### src/rtl/uart_pkg.sv
// uart_pkg: types and constants shared by the UART transmitter and receiver.
//   uart_state_e  - frame FSM states
//   STOP_BITS_1   - stop_bits code for one stop bit; any other code selects two
//   PARITY_EVEN / PARITY_ODD - parity_type encodings
//   parity_bit()  - parity bit for a data byte and parity type
package uart_pkg;

  localparam int unsigned DATA_W    = 8;
  localparam int unsigned BAUD_W    = 32;
  localparam int unsigned ACC_W     = 33;
  localparam int unsigned BIT_IDX_W = 3;

  localparam logic [1:0] STOP_BITS_1 = 2'd0;

  localparam logic PARITY_EVEN = 1'b0;
  localparam logic PARITY_ODD  = 1'b1;

  typedef enum logic [2:0] {
    ST_IDLE   = 3'd0,
    ST_START  = 3'd1,
    ST_DATA   = 3'd2,
    ST_PARITY = 3'd3,
    ST_STOP   = 3'd4
  } uart_state_e;

  // Even parity makes the total count of ones even; odd parity inverts it.
  function automatic logic parity_bit(input logic [DATA_W-1:0] data, input logic ptype);
    logic p;
    p = ^data;
    unique case (ptype)
      PARITY_EVEN: parity_bit = p;
      PARITY_ODD:  parity_bit = ~p;
      default:     parity_bit = p;
    endcase
  endfunction

endpackage

### src/rtl/uart_baud_gen.sv
// uart_baud_gen: fractional bit-rate strobe from a phase accumulator.
//   clk   - clock, rising edge
//   rst   - asynchronous active-low reset
//   clear - restart the phase (frame accept)
//   baud  - line rate in bit/s
//   tick  - one-cycle strobe at the bit rate (combinational from acc)
module uart_baud_gen
  import uart_pkg::*;
#(
  parameter int unsigned CLK_FREQ = 25000000
) (
  input  logic              clk,
  input  logic              rst,
  input  logic              clear,
  input  logic [BAUD_W-1:0] baud,
  output logic              tick
);

  localparam logic [ACC_W-1:0] CLK_FREQ_A = ACC_W'(CLK_FREQ);

  logic [ACC_W-1:0] acc;
  logic [ACC_W-1:0] sum;
  logic             saturate;

  assign sum      = acc + ACC_W'(baud);
  assign saturate = (ACC_W'(baud) >= CLK_FREQ_A);
  assign tick     = (sum >= CLK_FREQ_A);

  // Rates at or above the clock tick every cycle with no residual phase.
  always_ff @(posedge clk or negedge rst) begin
    if (!rst) begin
      acc <= '0;
    end else if (clear || saturate) begin
      acc <= '0;
    end else if (tick) begin
      acc <= sum - CLK_FREQ_A;
    end else begin
      acc <= sum;
    end
  end

endmodule

### src/rtl/uart_tx.sv
// uart_tx: 8-bit asynchronous serial transmitter, LSB first, idle-high line.
//   clk, rst        - clock (rising edge), asynchronous active-low reset
//   tx_data, valid  - byte and its configuration offered; taken when valid && ready
//   ready           - combinational: idle and baudrate non-zero
//   baudrate        - line rate in bit/s
//   stop_bits       - 0: one stop bit, 1..3: two stop bits
//   parity_en/type  - parity bit enable, 0 even / 1 odd
//   tx              - registered serial line
//   busy            - registered, high while a frame is in progress
// Build option: UART_TX_PARITY_EN adds the parity bit; without it the
// parity inputs are ignored and frames are 8N1/8N2.
module uart_tx
  import uart_pkg::*;
#(
  parameter int unsigned CLK_FREQ = 25000000
) (
  input  logic              clk,
  input  logic              rst,
  input  logic [DATA_W-1:0] tx_data,
  input  logic              valid,
  output logic              ready,
  input  logic [BAUD_W-1:0] baudrate,
  input  logic [1:0]        stop_bits,
  input  logic              parity_en,
  input  logic              parity_type,
  output logic              tx,
  output logic              busy
);

  uart_state_e          state, state_next;
  logic [DATA_W-1:0]    data_q;
  logic [BAUD_W-1:0]    baud_q;
  logic [1:0]           stop_q;
  logic [BIT_IDX_W-1:0] bit_idx, bit_idx_next;
  logic                 stop_idx, stop_idx_next;
  logic                 tx_next;
  logic                 accept;
  logic                 tick;
  logic                 two_stop;

  assign ready    = (state == ST_IDLE) && (baudrate != '0);
  assign accept   = valid && ready;
  assign two_stop = (stop_q != STOP_BITS_1);

`ifdef UART_TX_PARITY_EN
  logic par_en_q;
  logic par_type_q;
  logic par_bit;

  assign par_bit = parity_bit(data_q, par_type_q);

  always_ff @(posedge clk or negedge rst) begin
    if (!rst) begin
      par_en_q   <= 1'b0;
      par_type_q <= 1'b0;
    end else if (accept) begin
      par_en_q   <= parity_en;
      par_type_q <= parity_type;
    end
  end
`else
  logic unused_parity_cfg;
  assign unused_parity_cfg = parity_en ^ parity_type;
`endif

  // Frame configuration is frozen at accept for the whole frame.
  always_ff @(posedge clk or negedge rst) begin
    if (!rst) begin
      data_q <= '0;
      baud_q <= '0;
      stop_q <= '0;
    end else if (accept) begin
      data_q <= tx_data;
      baud_q <= baudrate;
      stop_q <= stop_bits;
    end
  end

  uart_baud_gen #(
    .CLK_FREQ(CLK_FREQ)
  ) u_baud_gen (
    .clk  (clk),
    .rst  (rst),
    .clear(accept),
    .baud (baud_q),
    .tick (tick)
  );

  // State register plus registered line and busy outputs.
  always_ff @(posedge clk or negedge rst) begin
    if (!rst) begin
      state    <= ST_IDLE;
      bit_idx  <= '0;
      stop_idx <= 1'b0;
      tx       <= 1'b1;
      busy     <= 1'b0;
    end else begin
      state    <= state_next;
      bit_idx  <= bit_idx_next;
      stop_idx <= stop_idx_next;
      tx       <= tx_next;
      busy     <= (state_next != ST_IDLE);
    end
  end

  // Next-state; tx is derived from the state being entered so it lines up
  // with the registered state (one-cycle accept-to-start latency).
  always_comb begin
    state_next    = state;
    bit_idx_next  = bit_idx;
    stop_idx_next = stop_idx;
    tx_next       = 1'b1;

    unique case (state)
      ST_IDLE: begin
        if (accept) begin
          state_next    = ST_START;
          bit_idx_next  = '0;
          stop_idx_next = 1'b0;
        end
      end
      ST_START: begin
        if (tick) state_next = ST_DATA;
      end
      ST_DATA: begin
        if (tick) begin
          if (bit_idx == BIT_IDX_W'(DATA_W - 1)) begin
`ifdef UART_TX_PARITY_EN
            state_next = par_en_q ? ST_PARITY : ST_STOP;
`else
            state_next = ST_STOP;
`endif
          end else begin
            bit_idx_next = bit_idx + BIT_IDX_W'(1);
          end
        end
      end
`ifdef UART_TX_PARITY_EN
      ST_PARITY: begin
        if (tick) state_next = ST_STOP;
      end
`endif
      ST_STOP: begin
        if (tick) begin
          if (two_stop && !stop_idx) begin
            stop_idx_next = 1'b1;
          end else begin
            state_next = ST_IDLE;
          end
        end
      end
      default: state_next = ST_IDLE;
    endcase

    unique case (state_next)
      ST_START: tx_next = 1'b0;
      ST_DATA:  tx_next = data_q[bit_idx_next];
`ifdef UART_TX_PARITY_EN
      ST_PARITY: tx_next = par_bit;
`endif
      default:  tx_next = 1'b1;
    endcase
  end

endmodule

### config.mk
export PLATFORM = sky130hd
export DESIGN_NAME = uart_tx
export DESIGN_NICKNAME = d
export VERILOG_FILES = /design/src/rtl/uart_pkg.sv /design/src/rtl/uart_baud_gen.sv /design/src/rtl/uart_tx.sv
export SDC_FILE = /design/constraint.sdc
export NUM_CORES = 1
export LEC_CHECK = 0
export CORE_MARGIN = 2
export CORE_UTILIZATION = 40
export DETAILED_ROUTE_END_ITERATION = 8
export DONT_BUFFER_PORTS = 1
export GPL_TIMING_DRIVEN = 0
export PLACE_DENSITY_LB_ADDON = 0.12
export SLEW_MARGIN = 10
export SYNTH_ARGS = -nofsm -noshare
export SYNTH_HDL_FRONTEND = slang
export SYNTH_HIERARCHICAL = 1
export SYNTH_SLANG_ARGS = --single-unit
### constraint.sdc
create_clock -name clk -period 5.86 [get_ports clk]
set_clock_uncertainty 0.05 [all_clocks]
set_input_delay 1.172 -clock clk [delete_from_list [all_inputs] [get_ports clk]]
set_output_delay 1.172 -clock clk [all_outputs]
set_load 0.02 [all_outputs]
-- Word-level counts from Yosys, hierarchy flattened
Cells that the tools add are included.
- register bits after elaboration: 84
- latch bits: 0
- RAM bits: 0
- memory bits (read-only): 0
- input bits: 47
- output and inout bits: 3
- memories kept: 0
- add/subtract/negate cells: 3
- multiply operators: 0
- divide/modulo/power cells: 0
- magnitude comparators: 3
- equal/unequal tests: 9
- shifts and indexed selects: 0
- multiplexer cells: 20
- bitwise logic cells: 0
- reductions and logical operators: 11
- operator list (kind ; number):
    33-bit two-way mux ; 2
    33-bit by 32-bit adder with 33-bit output ; 1
    33-bit by 25-bit greater-or-equal comparator with 1-bit output, second input constant ; 1
    33-bit by 25-bit subtractor with 33-bit output, second input constant ; 1
    32-bit by 25-bit greater-or-equal comparator with 1-bit output, second input constant ; 1
    32-bit nonzero test ; 1
    3-bit two-way mux ; 9
    3-bit case mux with 4 select lines ; 1
    3-bit by 1-bit == test with 1-bit output, second input constant ; 2
    3-bit by 2-bit == test with 1-bit output, second input constant ; 2
    3-bit == test, second input constant ; 2
    3-bit case mux with 2 select lines ; 1
    3-bit by 4-bit less-than comparator with 1-bit output, second input constant ; 1
    1-bit two-way mux ; 4
    2-bit != test, second input constant ; 2
    1-bit case mux with 2 select lines ; 2
    4-bit AND reduction ; 1
    2-bit nonzero test ; 2
    3-bit by 1-bit adder with 3-bit output, second input constant ; 1
    1-bit binary-select mux with 3-bit select ; 1
    1-bit logical AND ; 3
    3-bit zero test ; 1
    3-bit nonzero test ; 1
    2-bit by 1-bit != test with 1-bit output, second input constant ; 1
    2 further kinds ; 2

-- Longest topological paths before layout
- word-level depth: 8
- gate-level depth with buffers: 22

-- Cells and area by module
Netlist, hierarchy kept.
- modules (own cells, without submodules) (module ; times used ; cells an instance ; area each (µm²) ; sequential area each (µm²)):
    uart_baud_gen ; 1 ; 488 ; 4078.9 ; 825.8
    uart_tx ; 1 ; 164 ; 2208.4 ; 1277.5

-- Worst setup path after synthesis
No wires, ideal clock.
- kind: reg-to-reg
- from: register baud_q[0]
- to: register tx
- library setup time: 68 ps
- arrival: 4673 ps
- required time: 5742 ps
- setup slack: 1069 ps
- stages on the path, launching flop included: 21
- path buffers: 2
- period minus slack after synthesis: 4791 ps
- path through: dfrtp_1 -> ha_1 -> fa_1 -> a21o_1 -> a221oi_4 -> o21ai_1 -> xor2_1 -> nor3_1 -> and3_1 -> o21ai_2 -> a31oi_4 -> and2_4 -> inv_2 -> buf_6 -> buf_2 -> a21bo_2 -> a21boi_0 -> a221oi_1 -> mux2_2 -> a31o_1 -> a21oi_2
- word-level cells in the longest chain between the ends: 7
- elaborated cells on any way between the ends: 13
- classes of those cells: add/sub: 1; order compare: 1; eq/ne: 2; mux: 9
- ends and longest elaborated chain (what ; RTL line ; text):
    from (decl) ; uart_tx.sv:32 ; logic [BAUD_W-1:0] baud_q;
    from (signal assigned) ; uart_tx.sv:74 ; baud_q <= baudrate;
    33-bit by 32-bit adder with 33-bit output * ; uart_baud_gen.sv:25 ; assign sum = acc + ACC_W'(baud);
    33-bit by 25-bit greater-or-equal comparator with 1-bit output * ; uart_baud_gen.sv:27 ; assign tick = (sum >= CLK_FREQ_A);
    via tick ; uart_tx.sv:38 ; logic tick;
    3-bit two-way mux ; uart_tx.sv:126 ; if (tick) begin
    3-bit case mux with 2 select lines ; uart_tx.sv:114 ; unique case (state)
    1-bit binary-select mux with 3-bit select ; uart_tx.sv:157 ; ST_DATA: tx_next = data_q[bit_idx_next];
    1-bit two-way mux (implied by the code) ; uart_tx.sv:157 ;
    1-bit case mux with 2 select lines * ; uart_tx.sv:155 ; unique case (state_next)
    via tx_next ; uart_tx.sv:36 ; logic tx_next;
    to (signal assigned) ; uart_tx.sv:101 ; tx <= tx_next;
    to (decl) ; uart_tx.sv:26 ; output logic tx,
Mark *: on every way through the listed nets, which the timed path passes. The rest lies on a longest branch. The select of a mux whose other input is x is not followed.
A chain may end at the register's enable or synchronous reset.

-- Final worst setup path
Ends and elaborated chain as after synthesis.

==> reports/qor.yml <==
detailed_routing:
  drt_iter0_markers: 285
  wl_per_cell_microns: 19.1
  drt-total-wl_microns: 16800
  routed-via-count: 5057
  dr.pass1.iters: 5
  post-route-drc-count: 0
  route.antenna.remaining_nets: 0
  via_per_inst: 5.75
cells_and_area:
  fin_util_pct: 44.9
  seq_area_sq_mm: 0.00210
  final_nets: 746
  antenna_cells: 0
  syn_to_final_growth_pct: 9.01
  nFillCells: 1493
  layout-drive-gt1-share_pct: 21.1
  instances_no_fill: 879
  multi_input_area_sq_mm: 0.00398
power_and_ir_drop:
  ir_worst_vdd_v: 0.000261
  total_power_mw: 3.21
  power_leakage_nw: 2.91
  p_per_area_mw_per_mm2: 469
yosys:
  syn_area_sq_mm: 0.00629
  synth-main-ff-cell: "dfrtp_1"
  synth-async-reset-ratio_pct: 100
  synth_area_leaders: "dfrtp_1 (33%), mux2_2 (7.7%), ha_1 (7.0%)"
  synth.most_common_cell: "dfrtp_1"
  synth_cell_types: 93
  synth_largest_area_cell: "dfrtp_1"
  synth_common_cells: "dfrtp_1 (83), nand2_1 (56), a21oi_1 (55), nor2_1 (55), mux2_2 (43)"
  synth_edf_count: 0
  synth_seq_cells: 84
  syn_inst: 652
  yosysSeqAreaShare_pct: 33.5
  avgSynthCellArea_sq_um: 9.64
  synth.net_count: 735
  yosys.area.top_type_share_pct: 33.0
  ys.warnings.count: 6
clock_network:
  cts_buffer_depth: 2
  cts_root_buf: "clkbuf_16"
  cts.clk_slew.worst_paths_ps: 60
  clk_latency_ps: 350
  numCtsBuffers: 9
  htreeDepth: 3
  cts.sinks: 84
  tritoncts: "built"
die:
  dieWidth_microns: 129
  die_height_microns: 129
  die_area_sq_mm: 0.0167
  initial_core_util_pct: 41.2
  io_pins: 50
  core_area_sq_mm: 0.0153
  fp-row-count: 45
critical_path:
  cpPeakStageDelay_ps: 570
  reg2reg_to: "tx"
  arrival_ps: 5800
  crit_path_start_kind: "register"
  path_class: "register to register"
  cpMaxStageDelayCell: "a211oi_4"
  startpoint: "baud_q[0]"
  crit_chain: "ha_1 > fa_1 > a21o_1 > a221o_1 > a211oi_2 > o21ai_1 > a21oi_1 > xnor2_1 > nand4b_1 > a211oi_4 > and2_4 > inv_2 > buf_6 > buf_2 > nand4_1 > a21boi_0 > a221oi_2 > mux2_2 > a31o_1 > a21oi_2"
  ff2ff_setup_slack_ps: 300
  worstPathMaxFanout: 10
  cp.required_ps: 6100
  r2r_cells: 20
  timing.rr.start: "baud_q[0]"
  cp-end-kind: "register"
hold_path:
  min_path_type: "register to register"
  min_from: "stop_idx"
  hold_end: "state[2]"
  min_path_cells: 1
placement:
  gp_congestion: 0.928
  dpl.cell_count: 863
  port_buffers: 0
  post-dp-hpwl_microns: 13300
run:
  drv_cap: 0
timing:
  maxSlewHeadroom_pct: 38.1
  hold_slack_ps: 423
  fin_crit_ps: 5560
  worst_slew_pin_slew_ps: 919
  fmax_ghz: 0.180
  hold_viol: 0
  timing.final.crit_share_pct: 94.9
  rsz0062_at_grt: "no"
  setup_violations: 0
  finalMaxSlewViolations: 0
  fin_setup_tns_ps: 0
global_routing:
  grt_max_degree: 85
  grt_pass1_vias: 5282
  grt-ovfl-total: 0
  grt_pass1_wl_microns: 27600
  antenna_found_initial: 0
  track_usage_pct: 21.5
status:
  outcome: "complete, no violations"
==> through the flow <==
stage	worst slack, ps	area [sq um]
finish	301	6850
global route	49.4	6850
CTS	162	6850
detailed placement	181	6550
global placement	205	6550
floorplan	1070	6290
==> layout make-up <==
| class | count | share of cell area, % |
|---|---|---|
| well taps | 211 | 3.85 |
| multi-input cells | 525 | 58.1 |
| clock inverters | 5 | 0.639 |
| plain buffers | 27 | 2.12 |
| flip-flops and latches | 84 | 30.7 |
| inverters | 16 | 0.913 |
| clock buffers | 11 | 3.69 |
==> where the power goes <==
| group | internal, mW | leakage (nW) | switching [mW] | total (mW) |
|---|---|---|---|---|
| Clock | 0.315 | 0.146 | 0.244 | 0.559 |
| Combinational | 0.715 | 1.70 | 1.02 | 1.74 |
| Sequential | 0.762 | 1.07 | 0.157 | 0.919 |
==> flip-flops by register name (all words and copies together) (netlist names) <==
register / flops
state: 3
stop_q: 2
data_q: 8
u_baud_gen/acc: 33
tx: 1
bit_idx: 3
stop_idx: 1
busy: 1
baud_q: 32
==> cell families after synthesis <==
family / share of synthesized area, %
simple gates: 18.8
xor+xnor: 6.75
flops: 33.5
compound gates: 22.1
mux: 8.34
fa+ha+maj: 7.28
buf+inv: 3.30
==> worst max-delay path: cells and delay by family, from the launching register on <==
kind / cells / cell delay (ps)
buffers and inverters: 3 / 400
and+or+nand+nor: 3 / 690
DFF: 1 / 380
adders and majority gates: 2 / 650
AOI/OAI and AO/OA: 10 / 2660
xor gates and xnor gates: 1 / 270
muxes: 1 / 400
==> how the worst max path moves through the flow <==
| stage | endpoint | slack [ps] |
|---|---|---|
| after global routing | tx | 50 |
| after global placement | tx | 210 |
| final | tx | 300 |
| after detailed placement | tx | 180 |
| after CTS | tx | 160 |
| after floorplan | tx | 1070 |
==> layout by cell type, fill, tap and decap left out, types with 3 or more instances in the layout <==
cell type,instances
nor2_1,55
o21a_1,5
a21boi_0,3
nand4_1,20
clkbuf_1,7
inv_1,14
a211o_1,3
xnor2_1,23
a211oi_2,3
buf_6,3
nand3b_1,5
dfrtp_1,83
and3_1,3
clkbuf_16,9
nor3_1,9
or3_1,6
and2_1,6
xor2_2,3
a31o_2,5
a211oi_1,6
o21ai_1,7
mux2_2,43
a21oi_2,6
nor4_1,14
o21ai_0,24
mux2i_1,4
buf_2,17
o21bai_1,5
and4_1,6
a21o_1,14
nand2_1,56
clkinv_4,4
xor2_1,13
a21oi_1,55
nand3_1,12
ha_1,35
==> metal layers <==
| layer | global-route usage (%) | wire length (microns) |
|---|---|---|
| met5 | 0 | 0 |
| met4 | 9.53 | 504 |
| met3 | 3.26 | 672 |
| met2 | 35.1 | 7790 |
| met1 | 28.3 | 7810 |
==> repair_timing <==
| action | in CTS | in global routing |
|---|---|---|
| gates resized for setup | 0 | 1 |
| hold buffers | 0 | 0 |
| endpoints found under the hold margin | 0 | 0 |
| setup buffers | 0 | 0 |
| setup endpoints to repair | 0 | 1 |
Note: power is estimated with default switching activity, not from simulation.
